===== src/rtl/idp_pkg.sv =====
// Shared constants and types for the IDP window tracker.
package idp_pkg;

    localparam int unsigned IDP_ADDR_W   = 20;
    localparam int unsigned IDP_NUM_TAPS = 8;
    localparam int unsigned IDP_DEPTH    = 16;
    localparam int unsigned IDP_STEP_W   = 4;
    localparam int unsigned IDP_PTR_W    = $clog2(IDP_DEPTH);
    localparam int unsigned IDP_CNT_W    = $clog2(IDP_DEPTH) + 1;

    typedef logic [IDP_ADDR_W-1:0] addr_t;

endpackage


===== src/rtl/idp_ring_buffer.sv =====
// Address ring: storage, read/write pointers, occupancy count and sticky overflow flag.
module idp_ring_buffer
    import idp_pkg::*;
#(
    parameter int unsigned ADDR_W = IDP_ADDR_W,
    parameter int unsigned DEPTH  = IDP_DEPTH,
    localparam int unsigned PTR_W = $clog2(DEPTH),
    localparam int unsigned CNT_W = $clog2(DEPTH) + 1
) (
    input  logic              clk,
    input  logic              rst,
    input  logic              i_flush,
    input  logic              i_wr_vld,
    input  logic [ADDR_W-1:0] i_wr_addr,
    input  logic              i_adv,
    input  logic [CNT_W-1:0]  i_adv_step,
    output logic              o_wr_rdy,
    output logic [CNT_W-1:0]  o_count,
    output logic [CNT_W-1:0]  o_count_nxt_c,
    output logic              o_full,
    output logic              o_empty,
    output logic              o_ovf_err,
    output logic [PTR_W-1:0]  o_rd_ptr,
    output logic [ADDR_W-1:0] o_mem [DEPTH]
);

    logic [ADDR_W-1:0] r_mem [DEPTH];
    logic [PTR_W-1:0]  r_wr_ptr;
    logic [PTR_W-1:0]  r_rd_ptr;
    logic [CNT_W-1:0]  r_count;
    logic              r_wr_rdy;
    logic              r_full;
    logic              r_empty;
    logic              r_ovf_err;

    logic              w_push;
    logic              w_ovf;
    logic [CNT_W-1:0]  w_count_nxt;

    // wr_rdy is the registered view of space, so a same-cycle advance never bypasses it
    assign w_push = i_wr_vld & r_wr_rdy & ~i_flush;
    assign w_ovf  = i_wr_vld & ~r_wr_rdy & ~i_flush;

    always_comb begin
        w_count_nxt = r_count + CNT_W'(w_push);
        if (i_adv) begin
            w_count_nxt = w_count_nxt - i_adv_step;
        end
        if (i_flush) begin
            w_count_nxt = '0;
        end
    end

    always_ff @(posedge clk) begin
        if (rst) begin
            r_wr_ptr  <= '0;
            r_rd_ptr  <= '0;
            r_count   <= '0;
            r_wr_rdy  <= 1'b1;
            r_full    <= 1'b0;
            r_empty   <= 1'b1;
            r_ovf_err <= 1'b0;
        end else begin
            if (w_ovf) begin
                r_ovf_err <= 1'b1;
            end
            if (i_flush) begin
                r_wr_ptr <= '0;
                r_rd_ptr <= '0;
            end else begin
                if (w_push) begin
                    r_wr_ptr <= r_wr_ptr + PTR_W'(1);
                end
                if (i_adv) begin
                    r_rd_ptr <= r_rd_ptr + PTR_W'(i_adv_step);
                end
            end
            r_count  <= w_count_nxt;
            r_wr_rdy <= (w_count_nxt < CNT_W'(DEPTH));
            r_full   <= (w_count_nxt == CNT_W'(DEPTH));
            r_empty  <= (w_count_nxt == '0);
        end
    end

    // Storage needs no reset: unused slots are masked off at the taps
    always_ff @(posedge clk) begin
        if (w_push && !rst) begin
            r_mem[r_wr_ptr] <= i_wr_addr;
        end
    end

    assign o_wr_rdy      = r_wr_rdy;
    assign o_count       = r_count;
    assign o_count_nxt_c = w_count_nxt;
    assign o_full        = r_full;
    assign o_empty       = r_empty;
    assign o_ovf_err     = r_ovf_err;
    assign o_rd_ptr      = r_rd_ptr;
    assign o_mem         = r_mem;

endmodule


===== src/rtl/idp_window_tracker.sv =====
// Sliding window over landed pixel-memory line addresses, with strided advance,
// backpressure, flush and end-of-feature-map drain.
module idp_window_tracker
    import idp_pkg::*;
#(
    parameter int unsigned ADDR_W   = IDP_ADDR_W,
    parameter int unsigned NUM_TAPS = IDP_NUM_TAPS,
    parameter int unsigned DEPTH    = IDP_DEPTH,
    parameter int unsigned STEP_W   = IDP_STEP_W
) (
    input  logic                       clk,
    input  logic                       rst,
    input  logic                       flush,
    input  logic                       drain,
    input  logic                       wr_vld,
    output logic                       wr_rdy,
    input  logic [ADDR_W-1:0]          wr_addr,
    input  logic                       rd_req,
    input  logic [STEP_W-1:0]          rd_step,
    output logic                       rd_ack,
    output logic                       win_vld,
    output logic [NUM_TAPS-1:0]        win_mask,
    output logic [NUM_TAPS*ADDR_W-1:0] win_addr,
    output logic [$clog2(DEPTH):0]     count,
    output logic                       full,
    output logic                       empty,
    output logic                       ovf_err
);

    localparam int unsigned PTR_W = $clog2(DEPTH);
    localparam int unsigned CNT_W = $clog2(DEPTH) + 1;
    localparam int unsigned CMP_W = (STEP_W > CNT_W) ? STEP_W : CNT_W;

    logic [ADDR_W-1:0]   w_mem [DEPTH];
    logic [PTR_W-1:0]    w_rd_ptr;
    logic [CNT_W-1:0]    w_count;
    logic [CNT_W-1:0]    w_count_nxt;
    logic [CMP_W-1:0]    w_step_cmp;
    logic [CNT_W-1:0]    w_eff_step;
    logic [NUM_TAPS-1:0] w_mask_nxt;
    logic                w_rd_ack;

    logic                r_win_vld;
    logic [NUM_TAPS-1:0] r_win_mask;

    idp_ring_buffer #(
        .ADDR_W (ADDR_W),
        .DEPTH  (DEPTH)
    ) u_ring (
        .clk           (clk),
        .rst           (rst),
        .i_flush       (flush),
        .i_wr_vld      (wr_vld),
        .i_wr_addr     (wr_addr),
        .i_adv         (w_rd_ack),
        .i_adv_step    (w_eff_step),
        .o_wr_rdy      (wr_rdy),
        .o_count       (w_count),
        .o_count_nxt_c (w_count_nxt),
        .o_full        (full),
        .o_empty       (empty),
        .o_ovf_err     (ovf_err),
        .o_rd_ptr      (w_rd_ptr),
        .o_mem         (w_mem)
    );

    // Clamp to the window width and to what is live, so a drain tail retires cleanly
    always_comb begin
        w_step_cmp = CMP_W'(rd_step);
        if (w_step_cmp > CMP_W'(NUM_TAPS)) begin
            w_step_cmp = CMP_W'(NUM_TAPS);
        end
        if (w_step_cmp > CMP_W'(w_count)) begin
            w_step_cmp = CMP_W'(w_count);
        end
    end

    assign w_eff_step = CNT_W'(w_step_cmp);
    assign w_rd_ack   = rd_req & r_win_vld & (rd_step != '0) & ~flush & ~rst;

    always_comb begin
        w_mask_nxt = '0;
        for (int k = 0; k < NUM_TAPS; k++) begin
            w_mask_nxt[k] = (CNT_W'(k) < w_count_nxt);
        end
    end

    always_ff @(posedge clk) begin
        if (rst) begin
            r_win_vld  <= 1'b0;
            r_win_mask <= '0;
        end else begin
            r_win_vld  <= (w_count_nxt >= CNT_W'(NUM_TAPS)) | (drain & (w_count_nxt != '0));
            r_win_mask <= w_mask_nxt;
        end
    end

    // Tap k reads slot rd_ptr+k; dead taps read zero
    always_comb begin
        win_addr = '0;
        for (int k = 0; k < NUM_TAPS; k++) begin
            if (r_win_mask[k]) begin
                win_addr[k*ADDR_W +: ADDR_W] = w_mem[w_rd_ptr + PTR_W'(k)];
            end
        end
    end

    assign rd_ack   = w_rd_ack;
    assign win_vld  = r_win_vld;
    assign win_mask = r_win_mask;
    assign count    = w_count;

endmodule


===== config.mk =====
export PLATFORM = sky130hd
export DESIGN_NAME = idp_window_tracker
export DESIGN_NICKNAME = d
export VERILOG_FILES = /design/src/rtl/idp_pkg.sv /design/src/rtl/idp_ring_buffer.sv /design/src/rtl/idp_window_tracker.sv
export SDC_FILE = /design/constraint.sdc
export NUM_CORES = 1
export LEC_CHECK = 0
export CORE_MARGIN = 8
export CORE_UTILIZATION = 43
export DETAILED_ROUTE_END_ITERATION = 10
export HOLD_SLACK_MARGIN = 0.06
export SYNTH_ARGS = -nofsm -noshare
export SYNTH_HDL_FRONTEND = slang
export SYNTH_HIERARCHICAL = 1
export SYNTH_SLANG_ARGS = --single-unit
export TNS_END_PERCENT = 50

===== constraint.sdc =====
create_clock -name clk -period 9.4 [get_ports clk]
set_input_delay 2.35 -clock clk [delete_from_list [all_inputs] [get_ports clk]]
set_output_delay 2.35 -clock clk [all_outputs]
set_load 0.05 [all_outputs]

# After elaboration in Yosys (flattened, before gate mapping)

Cells that the tools add are included.
Widths: inputs -> output; s select.

Add/sub/neg operators: 11
Reduce and logical (&&, ||, !) cells: 7
$lt $le $gt $ge: 22
Bitwise logic cells: 22
Equality and inequality tests: 1
Multiplexer cells: 39

Operator list:

| cell                | count |
|---|---|
| $bmux 20 s4         | 8 |
| $mux 20             | 25 |
| $bwmux 320          | 1 |
| $demux 20 s4        | 1 |
| $ge 5x5->1 const B  | 9 |
| $not 4->5           | 9 |
| $lt 3x5->1 const A  | 4 |
| $add 4x3->4 const B | 4 |
| $mux 5              | 3 |
| $lt 1x5->1 const A  | 2 |
| $lt 2x5->1 const A  | 2 |
| $and 1x1->1         | 9 |
| $add 4x1->4 const B | 2 |
| $add 4x2->4 const B | 2 |
| $add 5x1->5         | 1 |
| $eq 5x5->1 const B  | 1 |
| $ge 5x4->1 const B  | 1 |
| $gt 5x5->1          | 1 |
| $logic_not 5->1     | 1 |
| $lt 5x1->1 const B  | 1 |
| $lt 5x5->1 const B  | 1 |
| $reduce_bool 5->1   | 1 |
| $sub 5x5->5         | 1 |
| $add 4x4->4         | 1 |
| other kinds (8)     | 11 |

Logic and storage cells: 127
Bits in registers: 346

# Longest topological paths before layout

Depth in word-level cells: 10
Depth in mapped cells: 17
Mapped depth without buffers: 17

# By module

Netlist, hierarchy kept.

By module, submodules not included:

| module             | cells an instance | area each (sq um) | times used |
|---|---|---|---|
| idp_window_tracker | 1031              | 13120.1           | 1 |
| idp_ring_buffer    | 459               | 10810.4           | 1 |

# Worst setup path after synthesis

Ideal clock, no wire load.

Path kind: input -> output
From: input port rst
To: output port rd_ack
Data arrival time: 4509 ps
Buffers on the path: 1
Path slack: 2541 ps
Data required time: 7050 ps
Stages: 2
Path through: clkbuf_1 -> nor4_1

Word-level cells in the longest chain between the ends: 2

RTL lines:

| element     | RTL line                 | text |
|---|---|---|
| from (decl) | idp_window_tracker.sv:12 | `input logic rst,` |
| $not 1->1   | idp_window_tracker.sv:79 | `assign w_rd_ack = rd_req & r_win_vld & (rd_step != '0) & ~flush & ~rst;` |
| $and 1x1->1 | idp_window_tracker.sv:79 |  |
| to (decl)   | idp_window_tracker.sv:20 | `output logic rd_ack,` |

No other way between the ends.

# Final worst setup path

From: register u_ring.r_rd_ptr[0] (netlist: u_ring/o_rd_ptr[0])
To: output port win_addr[80]

Word-level cells in the longest chain between the ends: 6

RTL lines:

| element                                     | RTL line                  | text |
|---|---|---|
| from (decl)                                 | idp_ring_buffer.sv:29     | `logic [PTR_W-1:0] r_rd_ptr;` |
| from (signal assigned)                      | idp_ring_buffer.sv:75     | `r_rd_ptr <= r_rd_ptr + PTR_W'(i_adv_step);` |
| $add 4x3->4                                 | idp_window_tracker.sv:103 | `win_addr[k*ADDR_W +: ADDR_W] = w_mem[w_rd_ptr + PTR_W'(k)];` |
| $not 4->5 (not written as such)             | idp_window_tracker.sv:103 |  |
| $bmux 20 s4                                 | idp_window_tracker.sv:103 |  |
| $mux 20 (not written as such) (2 in series) | idp_window_tracker.sv:103 |  |
| $mux 20                                     | idp_window_tracker.sv:102 | `if (r_win_mask[k]) begin` |
| to (decl)                                   | idp_window_tracker.sv:23  | `output logic [NUM_TAPS*ADDR_W-1:0] win_addr,` |

No other way between the ends. The select of a mux whose other input is x is not followed.

==> flow_summary.ini <==
[outcome]
status = finished, final reports clean

[logic_synthesis]
synthCells = 1490
yosysSeqAreaShare_pct = 42.33
synth-seq-cells = 346
yosysTopAreaCellShare_pct = 40.15
synth_top_cell_by_area = edfxtp_1
synth_top_flop_cell = edfxtp_1
avgSynthCellArea_um2 = 16.06
synthArstFlopShare_pct = 0
synth_cell_types = 49
syn_area_um2 = 23930
ys_warn_count = 6
synth.area.top_cells = edfxtp_1 40%, mux4_2 26%, mux2i_1 14%, mux4_1 4.4%, o22ai_1 4.2%
synth_edf_count = 320

[die]
die_y_um = 251.9
num_io_pins = 209
die_w_um = 251.9
fp.coreArea_um2 = 55090
fp-row-count = 86
die-area_um2 = 63460
start_util_pct = 43.44

[global_routing]
grtUsageTotal_pct = 24.94
gr-total-overflow = 0
grt_antenna_before_repair = 1
grt_use_met1_pct = 33.54
grt_max_degree = 158
grt_pass1_wl_um = 115800
grt_pass1_vias = 16600
grt_use_met2_pct = 38.89
use_met3_pct = 5.690
top_usage_layer = met2

[worst_setup_path]
crit_path_start_kind = flop
slowest_stage = dfxtp_4
end_kind = primary output
arrival_ns = 5.10
worstPathCellList = buf_4 > buf_4 > mux4_2 > mux2i_1 > o22ai_1 > clkdlybuf4s50_1
crit_path_frequent_cell = buf_4
crit_path_max_fanout = 64
crit_required_ns = 7.05
crit_type = flop to primary output
cp_slowest_stage_delay_ns = 0.96

[clock_tree]
tritoncts = done
cts_buffers = 41
cts_resized = 0
clkLatencyLatePin_ns = 0.56
clkTransAtPathRegs_ns = 0.06
clock_sinks = 346
cts-root-buf = clkbuf_16
cts_htree_levels = 2
clockBufferDepth = 3
post_cts_buffers = 0
ctsHoldBuffers = 0

[power]
power_density_nw_per_um2 = 119.9
vdd_ir_drop_max_mv = 0.1055
p_total_mw = 3.349
p_leak_nw = 8.579

[timing]
tns_ns = 0
max_clock_freq_mhz = 134.2
clock_skew_ns = 0.02721
finalCriticalPeriod_ns = 7.453
worst_slew_pin_slew_ns = 1.223
setup_violations = 0
setup_ws_ns = 1.947
rsz0062_at_grt = no
maxSlewViolCount = 0
slew_headroom_pct = 18.27
fin_crit_sh_pct = 79.28
final_hold_viol_count = 0

[final_layout]
layout.cells.non_filler = 2427
synthToLayoutAreaGrowth_pct = 16.73
nNetsFinal = 1703
drive_gt1_share_pct = 25.51
finalInstanceArea_um2 = 27930

[route]
post_drt_wl_per_cell_um = 33.49
vias_per_cell = 6.946
wl_um = 81280
firstDrtPassIters = 5
vias = 16860
drtIter0Drc = 2073
drt.antenna.violating_nets = 0
drc = 0

[placement]
finalWeightedCongestion = 0.8697
place_inst = 2352
dpl-instance-area_um2 = 26650
dp_hpwl_um = 50990
pre_cts_ws_ns = 2.489
port_buffers = 208

[min_path]
min_path_type = flop to flop

[job]
cap_violations = 0
-- path summary, 6_finish.rpt --
path,startpoint,endpoint,slack [ns],depth (start not counted)
setup / recovery,u_ring/o_rd_ptr[0],win_addr[80],1.95,6
hold / removal,u_ring/o_ovf_err,u_ring/o_ovf_err,0.50,2
setup reg to reg,u_ring/o_count[1],win_mask[0],4.99,17
hold reg to reg,u_ring/o_ovf_err,u_ring/o_ovf_err,0.50,2
-- placed cells by master, fill, tap and decap left out, types with 11 or more instances in the layout --
cell,instances
a21oi_1,12
buf_4,48
clkbuf_16,41
clkdlybuf4s50_1,208
dfxtp_1,23
edfxtp_1,320
ha_1,23
inv_1,16
mux2i_1,326
mux4_1,40
mux4_2,280
nand2_1,24
nand2b_1,11
nor2_1,22
nor2_2,12
o22ai_1,160
-- through the flow --
| stage | hold WS (ns) | util [%] |
|---|---|---|
| after detailed placement | 0.5072 | 48.37 |
| final | 0.5006 | 50.70 |
| after CTS | 0.5154 | 50.70 |
| after floorplan | 0.4792 | - |
| after global placement | 0.5034 | 48.37 |
| after global routing | 0.5525 | 50.70 |
-- layout make-up --
| class | count | area, um^2 |
|---|---|---|
| Fill cell | 4579 | 27160 |
| Antenna cell | 1 | 2.502 |
| Tap cell | 748 | 935.9 |
| Sequential cell | 346 | 10140 |
| Timing Repair Buffer | 258 | 2482 |
| Multi-Input combinational cell | 983 | 13030 |
| Clock buffer | 48 | 1052 |
| Inverter | 17 | 66.31 |
| Clock inverter | 26 | 231.5 |
-- per-layer routing --
metal,wire length [um],vias up
met3,8884,187
met2,37300,1122
li1,-,6737
met4,3416,0
met5,0,-
met1,31670,8813
-- cell families after synthesis --
kind of cell	after synthesis	synth area share, %
other	1	0.01567
buffers and inverters	162	3.895
AO/OA/AOI/OAI	187	4.883
adder cells (fa/ha/maj)	26	1.422
AND/OR/NAND/NOR	96	1.992
flip-flops	346	42.33
multiplexers	650	44.58
XOR/XNOR	22	0.8836
-- critical path: cells and delay by family (launching register included) --
family          cells  cell delay [ns]
flops               1             0.96
mux                 2             0.50
compound gates      1             0.43
buf+inv             3             2.60
-- power by group --
part	internal (mW)	switching (mW)
sequential	1.68	0.00390
combinational	0.0408	0.0719
clock	0.910	0.638
-- synth_stat cells, types with 4 or more instances --
master and number:
nand2b_1 11, mux4_1 40, buf_4 13, inv_1 16
nand2_1 24, xnor2_1 12, ha_1 24, dfxtp_1 26
nand2_2 4, buf_2 70, mux4_2 280, o22ai_1 160
nor3_2 5, a21oi_1 12, mux2i_1 326, nor2b_1 4
clkbuf_1 37, nor2_1 34, xor2_1 9, edfxtp_1 320
buf_6 22
-- registers in the layout, indices dropped and copies added (netlist names), 4 cells and up --
register         cells
u_ring/o_count       5
u_ring/o_mem       320
u_ring/o_rd_ptr      4
u_ring/r_wr_ptr      4
win_mask             8
Power figures use the tool's default switching activity.
